### src/rtl/guess_solver.sv
// guess_solver: binary-search guesser for the number-guessing game.
// The player answers each guess with higher / lower / correct pushbuttons; the block shows
// the guess, the attempt count and elapsed seconds on six active-low 7-segment digits.
module guess_solver #(
    parameter int unsigned TICK_DIV = 50_000_000,
    parameter int unsigned DEBOUNCE = 500_000,
    parameter int unsigned MIN_NUM  = 1,
    parameter int unsigned MAX_NUM  = 30
) (
    input  logic       i_clk,
    input  logic       i_rst,
    input  logic       i_pb_hi,
    input  logic       i_pb_lo,
    input  logic       i_pb_ok,
    output logic [6:0] o_seg0,
    output logic [6:0] o_seg1,
    output logic [6:0] o_seg2,
    output logic [6:0] o_seg3,
    output logic [6:0] o_seg4,
    output logic [6:0] o_seg5,
    output logic       o_done,
    output logic       o_cheat
);

    localparam int unsigned TickW = (TICK_DIV > 1) ? $clog2(TICK_DIV) : 1;
    localparam int unsigned DbW   = (DEBOUNCE > 1) ? $clog2(DEBOUNCE) : 1;

    localparam logic [TickW-1:0] TickMax = TickW'(TICK_DIV - 1);
    localparam logic [DbW-1:0]   DbMax   = DbW'(DEBOUNCE - 1);
    localparam logic [4:0]       LoInit  = 5'(MIN_NUM);
    localparam logic [4:0]       HiInit  = 5'(MAX_NUM);

    localparam logic [6:0] SegBlank = 7'b1111111;
    localparam logic [6:0] SegDash  = 7'b0111111;
    localparam logic [7:0] SecLimit = 8'h59;

    typedef enum logic [2:0] {
        StIdle,
        StGuess,
        StWin,
        StCheat,
        StTimeout
    } state_e;

    state_e r_state;
    state_e w_state_next;

    logic [4:0]       r_lo;
    logic [4:0]       r_hi;
    logic [3:0]       r_att;
    logic [7:0]       r_sec;
    logic [TickW-1:0] r_tick;
    logic             r_done;
    logic             r_cheat;

    // Button index: 0 = higher, 1 = lower, 2 = ok/start. Raw levels are active-low.
    logic [2:0] w_pb_raw;
    logic [2:0] w_ev;

    assign w_pb_raw = {i_pb_ok, i_pb_lo, i_pb_hi};

    for (genvar gi = 0; gi < 3; gi++) begin : g_btn
        logic           r_s1;
        logic           r_s2;
        logic           r_db;
        logic [DbW-1:0] r_cnt;

        // Two-flop synchroniser, then accept a new level once it has been stable long enough
        always_ff @(posedge i_clk) begin
            if (i_rst) begin
                r_s1  <= 1'b1;
                r_s2  <= 1'b1;
                r_db  <= 1'b1;
                r_cnt <= '0;
            end else begin
                r_s1 <= w_pb_raw[gi];
                r_s2 <= r_s1;
                if (r_s2 != r_db) begin
                    if (r_cnt == DbMax) begin
                        r_db  <= r_s2;
                        r_cnt <= '0;
                    end else begin
                        r_cnt <= r_cnt + 1'b1;
                    end
                end else begin
                    r_cnt <= '0;
                end
            end
        end

        // Press pulse on the cycle the debounced level falls; release produces nothing
        assign w_ev[gi] = r_db & ~r_s2 & (r_cnt == DbMax);
    end

    // Simultaneous presses cancel each other.
    logic w_hi;
    logic w_lo;
    logic w_ok;

    assign w_hi = (w_ev == 3'b001);
    assign w_lo = (w_ev == 3'b010);
    assign w_ok = (w_ev == 3'b100);

    // Search arithmetic: the sum is kept 6 bits wide so lo+hi cannot overflow.
    logic [5:0] w_sum;
    logic [4:0] w_guess;
    logic [5:0] w_lo_new;
    logic [4:0] w_hi_new;
    logic       w_cheat_hi;
    logic       w_cheat_lo;

    assign w_sum      = {1'b0, r_lo} + {1'b0, r_hi};
    assign w_guess    = 5'(w_sum >> 1);
    assign w_lo_new   = {1'b0, w_guess} + 6'd1;
    assign w_hi_new   = w_guess - 5'd1;
    assign w_cheat_hi = (w_lo_new > {1'b0, r_hi});
    assign w_cheat_lo = (r_lo > w_hi_new);

    // Seconds timer, BCD.
    logic       w_in_guess;
    logic       w_wrap;
    logic [7:0] w_sec_inc;
    logic       w_timeout;

    assign w_in_guess = (r_state == StGuess);
    assign w_wrap     = w_in_guess && (r_tick == TickMax);
    assign w_sec_inc  = (r_sec[3:0] == 4'd9) ? {r_sec[7:4] + 4'd1, 4'd0}
                                             : {r_sec[7:4], r_sec[3:0] + 4'd1};
    assign w_timeout  = w_wrap && (r_sec != SecLimit) && (w_sec_inc == SecLimit);

    // State register plus registered status flags derived from the next state
    always_ff @(posedge i_clk) begin
        if (i_rst) begin
            r_state <= StIdle;
            r_done  <= 1'b0;
            r_cheat <= 1'b0;
        end else begin
            r_state <= w_state_next;
            r_done  <= (w_state_next == StWin);
            r_cheat <= (w_state_next == StCheat);
        end
    end

    // Next-state logic; a timeout tick overrides whatever the same-cycle press decided
    always_comb begin
        w_state_next = r_state;
        case (r_state)
            StGuess: begin
                if (w_hi) begin
                    w_state_next = w_cheat_hi ? StCheat : StGuess;
                end else if (w_lo) begin
                    w_state_next = w_cheat_lo ? StCheat : StGuess;
                end else if (w_ok) begin
                    w_state_next = StWin;
                end
                if (w_timeout) begin
                    w_state_next = StTimeout;
                end
            end
            default: begin
                if (w_ok) begin
                    w_state_next = StGuess;
                end
            end
        endcase
    end

    // Search bounds, attempt counter and timer
    always_ff @(posedge i_clk) begin
        if (i_rst) begin
            r_lo   <= LoInit;
            r_hi   <= HiInit;
            r_att  <= 4'd0;
            r_sec  <= 8'h00;
            r_tick <= '0;
        end else if (!w_in_guess) begin
            if (w_ok) begin
                r_lo   <= LoInit;
                r_hi   <= HiInit;
                r_att  <= 4'd1;
                r_sec  <= 8'h00;
                r_tick <= '0;
            end
        end else begin
            r_tick <= w_wrap ? '0 : r_tick + 1'b1;
            if (w_wrap && (r_sec != SecLimit)) begin
                r_sec <= w_sec_inc;
            end
            if (w_hi) begin
                r_lo <= w_lo_new[4:0];
                if (!w_cheat_hi && (r_att != 4'd9)) begin
                    r_att <= r_att + 4'd1;
                end
            end else if (w_lo) begin
                r_hi <= w_hi_new;
                if (!w_cheat_lo && (r_att != 4'd9)) begin
                    r_att <= r_att + 4'd1;
                end
            end
        end
    end

    function automatic logic [6:0] f_seg(input logic [3:0] d);
        case (d)
            4'd0:    f_seg = 7'b1000000;
            4'd1:    f_seg = 7'b1111001;
            4'd2:    f_seg = 7'b0100100;
            4'd3:    f_seg = 7'b0110000;
            4'd4:    f_seg = 7'b0011001;
            4'd5:    f_seg = 7'b0010010;
            4'd6:    f_seg = 7'b0000010;
            4'd7:    f_seg = 7'b1111000;
            4'd8:    f_seg = 7'b0000000;
            4'd9:    f_seg = 7'b0011000;
            default: f_seg = SegBlank;
        endcase
    endfunction

    // Binary guess (0..31) split into decimal tens and ones
    logic [3:0] w_g_tens;
    logic [3:0] w_g_ones;

    always_comb begin
        w_g_tens = 4'd0;
        w_g_ones = 4'(w_guess);
        if (w_guess >= 5'd30) begin
            w_g_tens = 4'd3;
            w_g_ones = 4'(w_guess - 5'd30);
        end else if (w_guess >= 5'd20) begin
            w_g_tens = 4'd2;
            w_g_ones = 4'(w_guess - 5'd20);
        end else if (w_guess >= 5'd10) begin
            w_g_tens = 4'd1;
            w_g_ones = 4'(w_guess - 5'd10);
        end
    end

    // Display decode per state, combinational from registers
    always_comb begin
        o_seg0 = f_seg(w_g_ones);
        o_seg1 = f_seg(w_g_tens);
        o_seg2 = f_seg(r_att);
        o_seg3 = f_seg(4'd0);
        o_seg4 = f_seg(r_sec[3:0]);
        o_seg5 = f_seg(r_sec[7:4]);
        case (r_state)
            StIdle: begin
                o_seg0 = SegBlank;
                o_seg1 = SegBlank;
                o_seg2 = f_seg(4'd0);
                o_seg4 = f_seg(4'd0);
                o_seg5 = f_seg(4'd0);
            end
            StCheat: begin
                o_seg0 = SegDash;
                o_seg1 = SegDash;
            end
            default: begin
            end
        endcase
    end

    assign o_done  = r_done;
    assign o_cheat = r_cheat;

endmodule
### config.mk
export PLATFORM = sky130hd
export DESIGN_NAME = guess_solver
export DESIGN_NICKNAME = d
export VERILOG_FILES = /design/src/rtl/guess_solver.sv
export SDC_FILE = /design/constraint.sdc
export NUM_CORES = 1
export LEC_CHECK = 0
export ABC_AREA = 0
export CORE_MARGIN = 4
export CORE_UTILIZATION = 32
export CTS_CLUSTER_SIZE = 12
export DETAILED_ROUTE_END_ITERATION = 10
export SLEW_MARGIN = 5
export SYNTH_ARGS = -nofsm -noshare
export SYNTH_HDL_FRONTEND = slang
export SYNTH_SLANG_ARGS = --single-unit
### constraint.sdc
create_clock -name i_clk -period 8.3 [get_ports i_clk]
set_input_delay 2.49 -clock i_clk [delete_from_list [all_inputs] [get_ports i_clk]]
set_output_delay 2.49 -clock i_clk [all_outputs]
set_load 0.1 [all_outputs]
==> reports/metrics.yaml <==
status: "complete, no violations"
grt_pass1_vias: 6071
crit_chain: "inv_1 > fa_1 > nor2b_1 > o31a_1 > xor2_1 > nand2_1 > and4_1 > nor3_1 > inv_1 > ha_1 > nor2_1 > a22o_1 > nand2_1 > clkdlybuf4s50_1"
numPortBuffers: 41
core_area_um2: 24500
cp-start-kind: "register"
via_count: 6587
drtPass1Iterations: 5
cts_tree: "done"
yosysMostFrequentCell: "dfxtp_1"
final-hold-violation-count: 0
drc: 0
place_congestion: 0.899
rsz0062_at_grt: "no"
vias_per_cell: 4.95
ys_seq_area_share_pct: 34.9
synth_top_area_share_pct: 34.9
leakage_nw: 3.33
synth_commonest_cells: "140 x dfxtp_1, 125 x nor2_1, 82 x nand2_1, 52 x nand3_1, 50 x a21oi_1"
setup_viol: 0
drt-initial-drc-count: 350
cp_data_required_time_ns: 5.81
syn_avg_cell_area_um2: 8.29
cpPeakStageDelay_ns: 1.13
cp.arrival_ns: 4.80
io_pins: 49
critPathMaxFanout: 7
track_usage_pct: 12.6
dieArea_um2: 27700
synth-main-ff-cell: "dfxtp_1"
root_buffer: "clkbuf_16"
synthArstFlopShare_pct: 0
nNetsFinal: 1049
ant_nets: 0
post_cts_buffers: 0
period_share_pct: 87.8
cts_made_buffers: 17
min_path_type: "register to register"
drive_gt1_share_pct: 8.53
syn_area_um2: 8040
die_h_um: 166
drt_wl_total_um: 17400
peakVddDrop_mv: 0.122
worstSkewPairLatency_ns: 0.42
h-tree-depth: 4
grt_pass1_wl_um: 29300
crit_slowest_cell: "clkdlybuf4s50_1"
antenna_cells: 0
slew_headroom_pct: 33.6
finalSetupTns_ns: 0
grt_max_degree: 44
wl_per_cell_um: 13.1
power.total_w: 0.00149
cts_sinks: 140
path_class: "register to output port"
ys_top_cells_by_area: "dfxtp_1 35%, ha_1 7.5%, nor2_1 5.8%"
period_needed_ns: 7.29
cts.path.max_buffers: 2
holdBufCountCts: 0
syn_inst: 969
die_width_um: 166
max_freq_mhz: 137
area_growth_pct: 15.5
grt_overflow: 0
synth_top_area_cell: "dfxtp_1"
finClkSkew_ns: 0.00934
initial_core_util_pct: 32.8
antenna_found_initial: 0
p_per_area_nw_per_um2: 161
report.final.slew_viol_count: 0
dp_hpwl_um: 12800
critPathCaptureType: "output port"
cts_resized: 0
synthDistinctLibCells: 89
synth_edf_count: 0
synth_warnings: 0
drv_cap: 0
rows: 57
path_clk_slew_ns: 0.06
worstMarginPinSlew_ns: 0.992
yosys_register_bits: 140
## path summary, 6_finish.rpt
kind / startpoint / end / slack (ns) / depth (start not counted)
setup / recovery: r_lo[1] / o_seg0[3] / 1.01 / 14
hold reg to reg: g_btn[1].r_s1 / g_btn[1].r_s2 / 0.41 / 1
hold / removal: g_btn[1].r_s1 / g_btn[1].r_s2 / 0.41 / 1
setup reg to reg: r_lo[1] / register / 3.33 / 18
## metrics by stage
step           utilization, %  hold slack (ns)  worst slack [ns]  instances  area [um2]
2_1_floorplan               -            0.389              1.11        974        8050
3_3_place_gp             35.3            0.403              1.60       1300        8660
3_5_place_dp             35.3            0.402              1.53       1300        8660
4_1_cts                  37.8            0.415              1.04       1332        9280
5_1_grt                  37.8            0.418             0.746       1332        9280
6_report                 37.8            0.408              1.01       1332        9280
## per-layer routing
layer | global-route usage [%] | wire length (um) | up-vias
met5 | 0 | 0 | -
met4 | 4.13 | 200 | 0
met3 | 2.63 | 702 | 14
met2 | 20.1 | 7930 | 129
met1 | 17.0 | 8600 | 3029
li1 | - | - | 3415
## cell usage in the layout (no fill, tap or decap), drive strengths merged, types with 5 or more instances in the layout
cell,n
nand2b,6
nor2b,26
clkbuf,19
ha,48
nor3,29
dfxtp,140
a31oi,10
nor4,9
and4,7
o21ai,40
xor2,39
and2,6
nand2,84
nand4,21
o211ai,7
a211oi,6
or3,15
a21oi,55
or2,15
nor2,126
inv,48
clkdlybuf4s50,40
conb,7
xnor2,37
nand3,54
mux2i,12
and3,22
o21a,5
## power by group
group          switching, W  internal [W]  total [W]
Clock              0.000298      0.000490   0.000788
Combinational     0.0000249    0.00000406  0.0000290
Sequential      0.000000868      0.000674   0.000675
## cells by family (layout without fill, tap and decap cells)
| kind of cell | Yosys count | in the layout | share of synthesized area, % |
|---|---|---|---|
| AND/OR/NAND/NOR | 439 | 439 | 29.2 |
| AO/OA/AOI/OAI | 163 | 163 | 13.1 |
| flip-flops | 140 | 140 | 34.9 |
| buffers and inverters | 87 | 121 | 4.92 |
| XOR/XNOR | 76 | 76 | 8.47 |
| adder cells (fa/ha/maj) | 49 | 49 | 7.72 |
| multiplexers | 13 | 13 | 1.64 |
| other | 2 | 7 | 0.0935 |
## critical path: cells and delay by family, from the launching register on
kind                       cells  cell delay [ns]
adders and majority gates      2             0.79
DFF                            1             0.38
and+or+nand+nor                6             1.07
buffers and inverters          3             1.35
AOI/OAI and AO/OA              2             0.39
xor gates and xnor gates       1             0.39
## final cells by class
type / instances / area (um2)
Fill cell: 2492 / 15300
Clock buffer: 19 / 453
Sequential cell: 140 / 2800
Tap cell: 324 / 405
Multi-Input combinational cell: 747 / 4860
Clock inverter: 13 / 165
Timing Repair Buffer: 43 / 420
Inverter: 46 / 173
Power figures use the tool's default switching activity.
